## src/rtl/clrx_align_ctrl.sv

```systemverilog
// clrx_align_ctrl: bring-up controller for one Camera Link LVDS receiver channel.
// It waits for MMCM lock, resets the ISERDES, and scans the IDELAY taps for the
// widest stable eye on the clock lane. It then centres the tap, bitslips until
// the clock word is framed, and monitors the aligned link.
module clrx_align_ctrl #(
    parameter int         NUM_TAPS       = 32,
    parameter int         TAP_W          = 5,
    parameter int         LOCK_FILT      = 8,
    parameter int         SERDES_RST_CYC = 4,
    parameter int         SETTLE_CYC     = 16,
    parameter int         CHECK_CYC      = 64,
    parameter int         MIN_EYE        = 4,
    parameter logic [6:0] CLK_PATTERN    = 7'b1100011,
    parameter int         LOSS_CNT       = 4
) (
    input  logic             sys_clk,
    input  logic             rst,
    input  logic             locked,
    input  logic [6:0]       clk_word,
    input  logic             realign,
    output logic             iserdes_rst,
    output logic             idelay_ld,
    output logic [TAP_W-1:0] idelay_tap,
    output logic             bitslip,
    output logic             fifo_rst,
    output logic             aligned,
    output logic             align_err,
    output logic [TAP_W-1:0] eye_start,
    output logic [TAP_W:0]   eye_len,
    output logic [2:0]       slip_cnt
);

    localparam int CNT_W = 16;
    localparam int LEN_W = TAP_W + 1;

    typedef enum logic [2:0] {
        WAIT_LOCK, SRST, LOAD, SETTLE, SCAN, CHKPAT, DONE, ERROR
    } state_t;

    state_t             state_q, state_d;
    logic [CNT_W-1:0]   cnt_q, cnt_d;
    logic [TAP_W-1:0]   tap_q, tap_d;
    logic [6:0]         ref_q, ref_d;
    logic               match_q, match_d;
    logic [TAP_W-1:0]   cur_start_q, cur_start_d, best_start_q, best_start_d;
    logic [LEN_W-1:0]   cur_len_q, cur_len_d, best_len_q, best_len_d;
    logic               scan_done_q, scan_done_d;
    logic [2:0]         slip_cnt_q, slip_cnt_d;
    logic               align_err_q, align_err_d;
    logic [TAP_W-1:0]   eye_start_q, eye_start_d;
    logic [LEN_W-1:0]   eye_len_q, eye_len_d;
    logic               bitslip_q, bitslip_d;
    logic               in_done_q, in_done_d;
    logic               restart;

    logic               word_ok, last_tap;
    logic [TAP_W-1:0]   c_start, b_start, centre;
    logic [LEN_W-1:0]   c_len, b_len;

    // Fold the result of the tap being scanned into the current/best windows.
    always_comb begin
        word_ok  = (cnt_q == '0) || (match_q && (clk_word == ref_q));
        last_tap = (tap_q == TAP_W'(NUM_TAPS - 1));
        c_start  = cur_start_q;
        c_len    = cur_len_q;
        b_start  = best_start_q;
        b_len    = best_len_q;
        if (word_ok) begin
            if (cur_len_q == '0) c_start = tap_q;
            c_len = cur_len_q + LEN_W'(1);
        end else begin
            if (cur_len_q > best_len_q) begin
                b_start = cur_start_q;
                b_len   = cur_len_q;
            end
            c_len = '0;
        end
        if (last_tap && (c_len > b_len)) begin
            b_start = c_start;
            b_len   = c_len;
        end
        centre = b_start + TAP_W'(b_len >> 1);
    end

    // Next-state logic; lock loss beats realign, and both beat normal sequencing.
    always_comb begin
        state_d      = state_q;
        cnt_d        = cnt_q + CNT_W'(1);
        tap_d        = tap_q;
        ref_d        = ref_q;
        match_d      = match_q;
        cur_start_d  = cur_start_q;
        cur_len_d    = cur_len_q;
        best_start_d = best_start_q;
        best_len_d   = best_len_q;
        scan_done_d  = scan_done_q;
        slip_cnt_d   = slip_cnt_q;
        align_err_d  = align_err_q;
        eye_start_d  = eye_start_q;
        eye_len_d    = eye_len_q;
        bitslip_d    = 1'b0;
        restart      = 1'b0;

        if (!locked) begin
            state_d = WAIT_LOCK;
            restart = 1'b1;
        end else if (realign && (state_q != WAIT_LOCK)) begin
            state_d     = SRST;
            restart     = 1'b1;
            align_err_d = 1'b0;
            slip_cnt_d  = '0;
        end else begin
            case (state_q)
                WAIT_LOCK: begin
                    if (cnt_q == CNT_W'(LOCK_FILT - 1)) state_d = SRST;
                end
                SRST: begin
                    tap_d        = '0;
                    cur_start_d  = '0;
                    cur_len_d    = '0;
                    best_start_d = '0;
                    best_len_d   = '0;
                    scan_done_d  = 1'b0;
                    slip_cnt_d   = '0;
                    if (cnt_q == CNT_W'(SERDES_RST_CYC - 1)) state_d = LOAD;
                end
                LOAD: begin
                    state_d = SETTLE;
                end
                SETTLE: begin
                    if (cnt_q == CNT_W'(SETTLE_CYC - 1))
                        state_d = scan_done_q ? CHKPAT : SCAN;
                end
                SCAN: begin
                    if (cnt_q == '0) ref_d = clk_word;
                    match_d = word_ok;
                    if (cnt_q == CNT_W'(CHECK_CYC - 1)) begin
                        cur_start_d  = c_start;
                        cur_len_d    = c_len;
                        best_start_d = b_start;
                        best_len_d   = b_len;
                        if (last_tap) begin
                            scan_done_d = 1'b1;
                            eye_start_d = b_start;
                            eye_len_d   = b_len;
                            if (b_len < LEN_W'(MIN_EYE)) begin
                                align_err_d = 1'b1;
                                state_d     = ERROR;
                            end else begin
                                tap_d   = centre;
                                state_d = LOAD;
                            end
                        end else begin
                            tap_d   = tap_q + TAP_W'(1);
                            state_d = LOAD;
                        end
                    end
                end
                CHKPAT: begin
                    if (clk_word != CLK_PATTERN) begin
                        if (slip_cnt_q == 3'd6) begin
                            align_err_d = 1'b1;
                            state_d     = ERROR;
                        end else begin
                            bitslip_d  = 1'b1;
                            slip_cnt_d = slip_cnt_q + 3'd1;
                            state_d    = SETTLE;
                        end
                    end else if (cnt_q == CNT_W'(CHECK_CYC - 1)) begin
                        state_d = DONE;
                    end
                end
                DONE: begin
                    if (clk_word != CLK_PATTERN) begin
                        if (cnt_q == CNT_W'(LOSS_CNT - 1)) state_d = SRST;
                    end else begin
                        cnt_d = '0;
                    end
                end
                ERROR: begin
                    cnt_d = cnt_q;
                end
                default: state_d = WAIT_LOCK;
            endcase
        end

        if (restart || (state_d != state_q)) cnt_d = '0;
        in_done_d = (state_q == DONE) && (state_d == DONE);
    end

    // State and datapath registers with synchronous reset.
    always_ff @(posedge sys_clk) begin
        if (rst) begin
            state_q      <= WAIT_LOCK;
            cnt_q        <= '0;
            tap_q        <= '0;
            ref_q        <= '0;
            match_q      <= 1'b0;
            cur_start_q  <= '0;
            cur_len_q    <= '0;
            best_start_q <= '0;
            best_len_q   <= '0;
            scan_done_q  <= 1'b0;
            slip_cnt_q   <= '0;
            align_err_q  <= 1'b0;
            eye_start_q  <= '0;
            eye_len_q    <= '0;
            bitslip_q    <= 1'b0;
            in_done_q    <= 1'b0;
        end else begin
            state_q      <= state_d;
            cnt_q        <= cnt_d;
            tap_q        <= tap_d;
            ref_q        <= ref_d;
            match_q      <= match_d;
            cur_start_q  <= cur_start_d;
            cur_len_q    <= cur_len_d;
            best_start_q <= best_start_d;
            best_len_q   <= best_len_d;
            scan_done_q  <= scan_done_d;
            slip_cnt_q   <= slip_cnt_d;
            align_err_q  <= align_err_d;
            eye_start_q  <= eye_start_d;
            eye_len_q    <= eye_len_d;
            bitslip_q    <= bitslip_d;
            in_done_q    <= in_done_d;
        end
    end

    assign iserdes_rst = (state_q == WAIT_LOCK) || (state_q == SRST);
    assign idelay_ld   = (state_q == LOAD);
    assign idelay_tap  = tap_q;
    assign bitslip     = bitslip_q;
    assign aligned     = (state_q == DONE);
    assign fifo_rst    = !((state_q == DONE) && in_done_q);
    assign align_err   = align_err_q;
    assign eye_start   = eye_start_q;
    assign eye_len     = eye_len_q;
    assign slip_cnt    = slip_cnt_q;

endmodule
```

## config.mk

```make
export PLATFORM = sky130hd
export DESIGN_NAME = clrx_align_ctrl
export DESIGN_NICKNAME = d
export VERILOG_FILES = /design/src/rtl/clrx_align_ctrl.sv
export SDC_FILE = /design/constraint.sdc
export NUM_CORES = 1
export LEC_CHECK = 0
export CORE_UTILIZATION = 62
export CTS_BUF_LIST = sky130_fd_sc_hd__clkbuf_4 sky130_fd_sc_hd__clkbuf_8
export CTS_CLUSTER_SIZE = 14
export DETAILED_ROUTE_END_ITERATION = 8
export PLACE_DENSITY = 0.84
export SYNTH_ARGS = -nofsm -noshare
export SYNTH_HDL_FRONTEND = slang
export SYNTH_SLANG_ARGS = --single-unit
```

## constraint.sdc

```tcl
create_clock -name sys_clk -period 10.6 [get_ports sys_clk]
set_clock_uncertainty 0.05 [all_clocks]
set_input_delay 3.18 -clock sys_clk [delete_from_list [all_inputs] [get_ports sys_clk]]
set_output_delay 3.18 -clock sys_clk [all_outputs]
set_load 0.01 [all_outputs]
```

==> key figures <==
Clock tree
  • Cts hold-fix bufs: 0
  • CTS tree: built
  • CTS Root Cell: clkbuf_8
  • # Post-CTS Setup Buffers: 0
  • Cts bufs inserted: 9
  • Cts repair resizes: 0
  • Clk sinks: 72
  • CTS H-Tree Depth: 3
  • Skew-Pair Late Insertion Delay: 0.36 ns
  • Clock transition at path regs: 0.08 ns
  • Clock Path Buffers: 2

Floorplanning
  • Ports: 36
  • Core area: 6869 sq um
  • Initial core utilization: 0.6463
  • Number of core rows: 30
  • Die W: 86.62 um
  • Die span in y: 86.62 um
  • Die footprint: 7502 sq um

Detailed routing
  • Residual DRC: 0
  • Final wirelength: 11,610 um
  • DR iter-0 viols: 342
  • Vias per inst: 6.123
  • DRT Pass-1 Iters: 5
  • Post-route ant nets: 0
  • Vias: 4,231
  • Wire length per cell: 16.81 um

Place
  • PortBufs: 35
  • Gpl congestion: 0.9355
  • Post-DP Area: 4795 sq um
  • Post-detail-place hpwl: 8454 um

Timing
  • Fmax: 116.7 MHz
  • Hold Fails Final Rpt: 0
  • TNS Setup: 0 ns
  • Slew headroom: 0.3421
  • Unrepaired setup endpoints after global routing: no
  • Slew @ Worst Pin: 0.9869 ns
  • Period utilisation layout: 0.8084
  • # setup viols final: 0
  • Max Slew Vio Count: 0
  • Min cycle time layout: 8.569 ns

Logic synthesis
  • Ys async rst share: 0
  • Synth unique cells: 64
  • Synthesized instance count: 570
  • Yosys reg bits: 72
  • Syn_nets: 604
  • Syn_area_per_cell: 7.788 sq um
  • Synth warn: 0
  • Area of the mapped netlist: 4439 sq um
  • Synth Flop Type: dfxtp_1
  • EDFF count, synth: 0
  • Sequential area share after synthesis: 0.3247

Setup path
  • Crit path arrival time: 8.75 ns
  • Reg2Reg Setup Slack: 4.60 ns
  • RR Startpoint: cnt_q[0]
  • Max incr delay on CP: 0.53 ns
  • Crit-path slowest cell: o21a_1
  • Worst reg2reg path endpoint: idelay_tap[3]
  • Worst Setup SP: clk_word[1]
  • Worst path cell trace: clkdlybuf4s50_1 -> xnor2_1 -> nand4_1 -> o21a_1 -> nand2_1 -> a21boi_0 -> ha_1 -> nand3_1 -> or2_2 -> or3_1 -> mux2i_1 -> a221oi_4 -> nand3_2 -> a21bo_4 -> nor2_1 -> nor2_1 -> ha_1 -> a21o_1 -> a21oi_1 -> xor2_1 -> xnor2_1 -> a22oi_1 -> a21oi_1
  • R2R depth: 24
  • Worst path required time: 10.78 ns
  • Critical Path Sink: idelay_tap[3]
  • Worst setup EP type: flop
  • Kind of critical path: in -> reg
  • Crit-path max FO: 16
  • CP startpoint kind: input pin

Global routing
  • Busiest grt layer: met2
  • Overflow after GRT: 0
  • M3 GR Usage: 0.07524
  • M2 GR Usage: 0.4885
  • Initial antenna violation count: 0
  • First-pass GRT wire length: 18,610 um
  • Global Route met1 Usage: 0.4565
  • Largest net degree at the start of global routing: 51
  • Vias in the first global route: 3,820
  • GRT Util Overall: 0.3243

Hold path
  • Worst min-delay path startpoint: eye_len[0]
  • Hold WC Path Type: reg -> reg

Layout
  • Layout Nets: 624
  • Area Overhead vs Synth: 12.74%
  • Post-Layout Inst Area: 5005 sq um
  • Layout cells sized above 1: 0.05546
  • Fill cell count: 551
  • Finished Core Util: 0.7286
  • Diode count: 0

Power
  • Worst vdd ir: 0.09884 mV
  • Power density cells: 106.1 nW/um^2
  • Leakage: 0.001842 uW
  • Final Power: 531.2 uW

Status
  • Outcome: completed

Job
  • Max-cap viol count: 0
report_power, final:
group	internal, uW	switching, uW
Sequential	271	0.411
Combinational	9.64	16.1
Clock	118	116
metal layers:
layer | wire, um | part of all wire
met1 | 5268 | 0.45
met2 | 5181 | 0.45
met3 | 937 | 0.081
met4 | 225 | 0.019
met5 | 0 | 0
registers in the layout, indices dropped and copies added (netlist names), 5 cells and up:
name,count
best_start_q,5
best_len_q,6
eye_start,5
cnt_q,16
eye_len,6
cur_start_q,5
ref_q,7
idelay_tap,5
cur_len_q,6
layout by cell type, fill, tap and decap left out, types with 5 or more instances in the layout:
cell | netlist | layout
a21oi_1 | 50 | 50
xnor2_1 | 23 | 23
ha_1 | 22 | 22
o21ai_0 | 15 | 15
clkdlybuf4s50_1 | 0 | 34
inv_1 | 21 | 21
nor3_1 | 10 | 10
and2_1 | 6 | 6
mux2i_1 | 11 | 11
a211oi_1 | 5 | 5
nand2_1 | 78 | 78
nand3_1 | 36 | 36
nand4_1 | 7 | 7
xor2_1 | 11 | 11
nor2_1 | 84 | 84
dfxtp_1 | 72 | 72
or3_1 | 5 | 5
and3_1 | 8 | 8
clkbuf_8 | 0 | 10
a21o_1 | 5 | 5
a31oi_1 | 6 | 6
worst min path at each step:
stage / slack (ns) / cells past startpoint / end
2_1_floorplan: 0.39 / 2 / best_start_q[4]
3_3_place_gp: 0.39 / 2 / eye_len[0]
3_5_place_dp: 0.40 / 2 / eye_start[1]
4_1_cts: 0.41 / 2 / eye_start[1]
5_1_grt: 0.43 / 2 / eye_len[0]
6_report: 0.41 / 2 / eye_len[0]
cell type report:
type | instances | area, sq um | share of cell area
inverters | 21 | 78.83 | 0.01575
multi-input cells | 451 | 2809 | 0.5612
clock inverters | 6 | 72.57 | 0.01450
repair buffers | 35 | 345.3 | 0.06900
well taps | 96 | 120.1 | 0.02400
clock buffers | 10 | 137.6 | 0.02750
flip-flops and latches | 72 | 1441 | 0.2880
through the flow:
step	setup WS, ns	std cells	hold WS [ns]
global route	1.553	691	0.4265
finish	2.031	691	0.4134
global placement	2.072	675	0.3919
detailed placement	1.791	675	0.3990
CTS	2.159	691	0.4101
floorplan	2.803	570	0.3927
cell families after synthesis:
family,synth area share
AND/OR/NAND/NOR,0.2790
AO/OA/AOI/OAI,0.1841
flip-flops,0.3247
buffers and inverters,0.04256
XOR/XNOR,0.07074
adder cells (fa/ha/maj),0.06905
multiplexers,0.02988
Yosys cell counts (2+ instances only):
library cell / count / area share
dfxtp_1: 72 / 0.32
xor2_1: 11 / 0.022
or3_1: 5 / 0.0070
and4_1: 3 / 0.0059
nor3_1: 10 / 0.011
clkbuf_1: 18 / 0.015
o31ai_1: 2 / 0.0034
a211oi_1: 5 / 0.0085
and2_1: 6 / 0.0085
a21oi_1: 50 / 0.056
o21ai_0: 15 / 0.017
a22oi_1: 3 / 0.0051
ha_1: 22 / 0.062
o2111ai_1: 4 / 0.0079
or4_1: 3 / 0.0051
nand3_1: 36 / 0.041
nand4b_1: 3 / 0.0059
nor4_1: 3 / 0.0042
xnor2_1: 23 / 0.045
a31oi_1: 6 / 0.0085
inv_1: 21 / 0.018
a221oi_1: 2 / 0.0039
buf_1: 2 / 0.0017
buf_2: 4 / 0.0045
o22ai_1: 4 / 0.0056
o221ai_1: 2 / 0.0039
o311ai_0: 2 / 0.0039
a21boi_0: 2 / 0.0034
nand4_1: 7 / 0.0099
o21a_1: 3 / 0.0051
buf_4: 2 / 0.0034
nor2_1: 84 / 0.071
mux2i_1: 11 / 0.025
mux2_2: 2 / 0.0051
and3_1: 8 / 0.011
nand2_1: 78 / 0.066
nor2b_1: 3 / 0.0042
nand3b_1: 3 / 0.0051
a21o_1: 5 / 0.0085
critical path: cells and delay by family:
| family | cells | cell delay [ns] |
|---|---|---|
| muxes | 1 | 0.35 |
| xor gates and xnor gates | 3 | 0.43 |
| adders and majority gates | 2 | 0.54 |
| AOI/OAI and AO/OA | 8 | 1.81 |
| buffers and inverters | 1 | 0.47 |
| and+or+nand+nor | 8 | 1.96 |
Note: power is estimated with default switching activity, not from simulation.
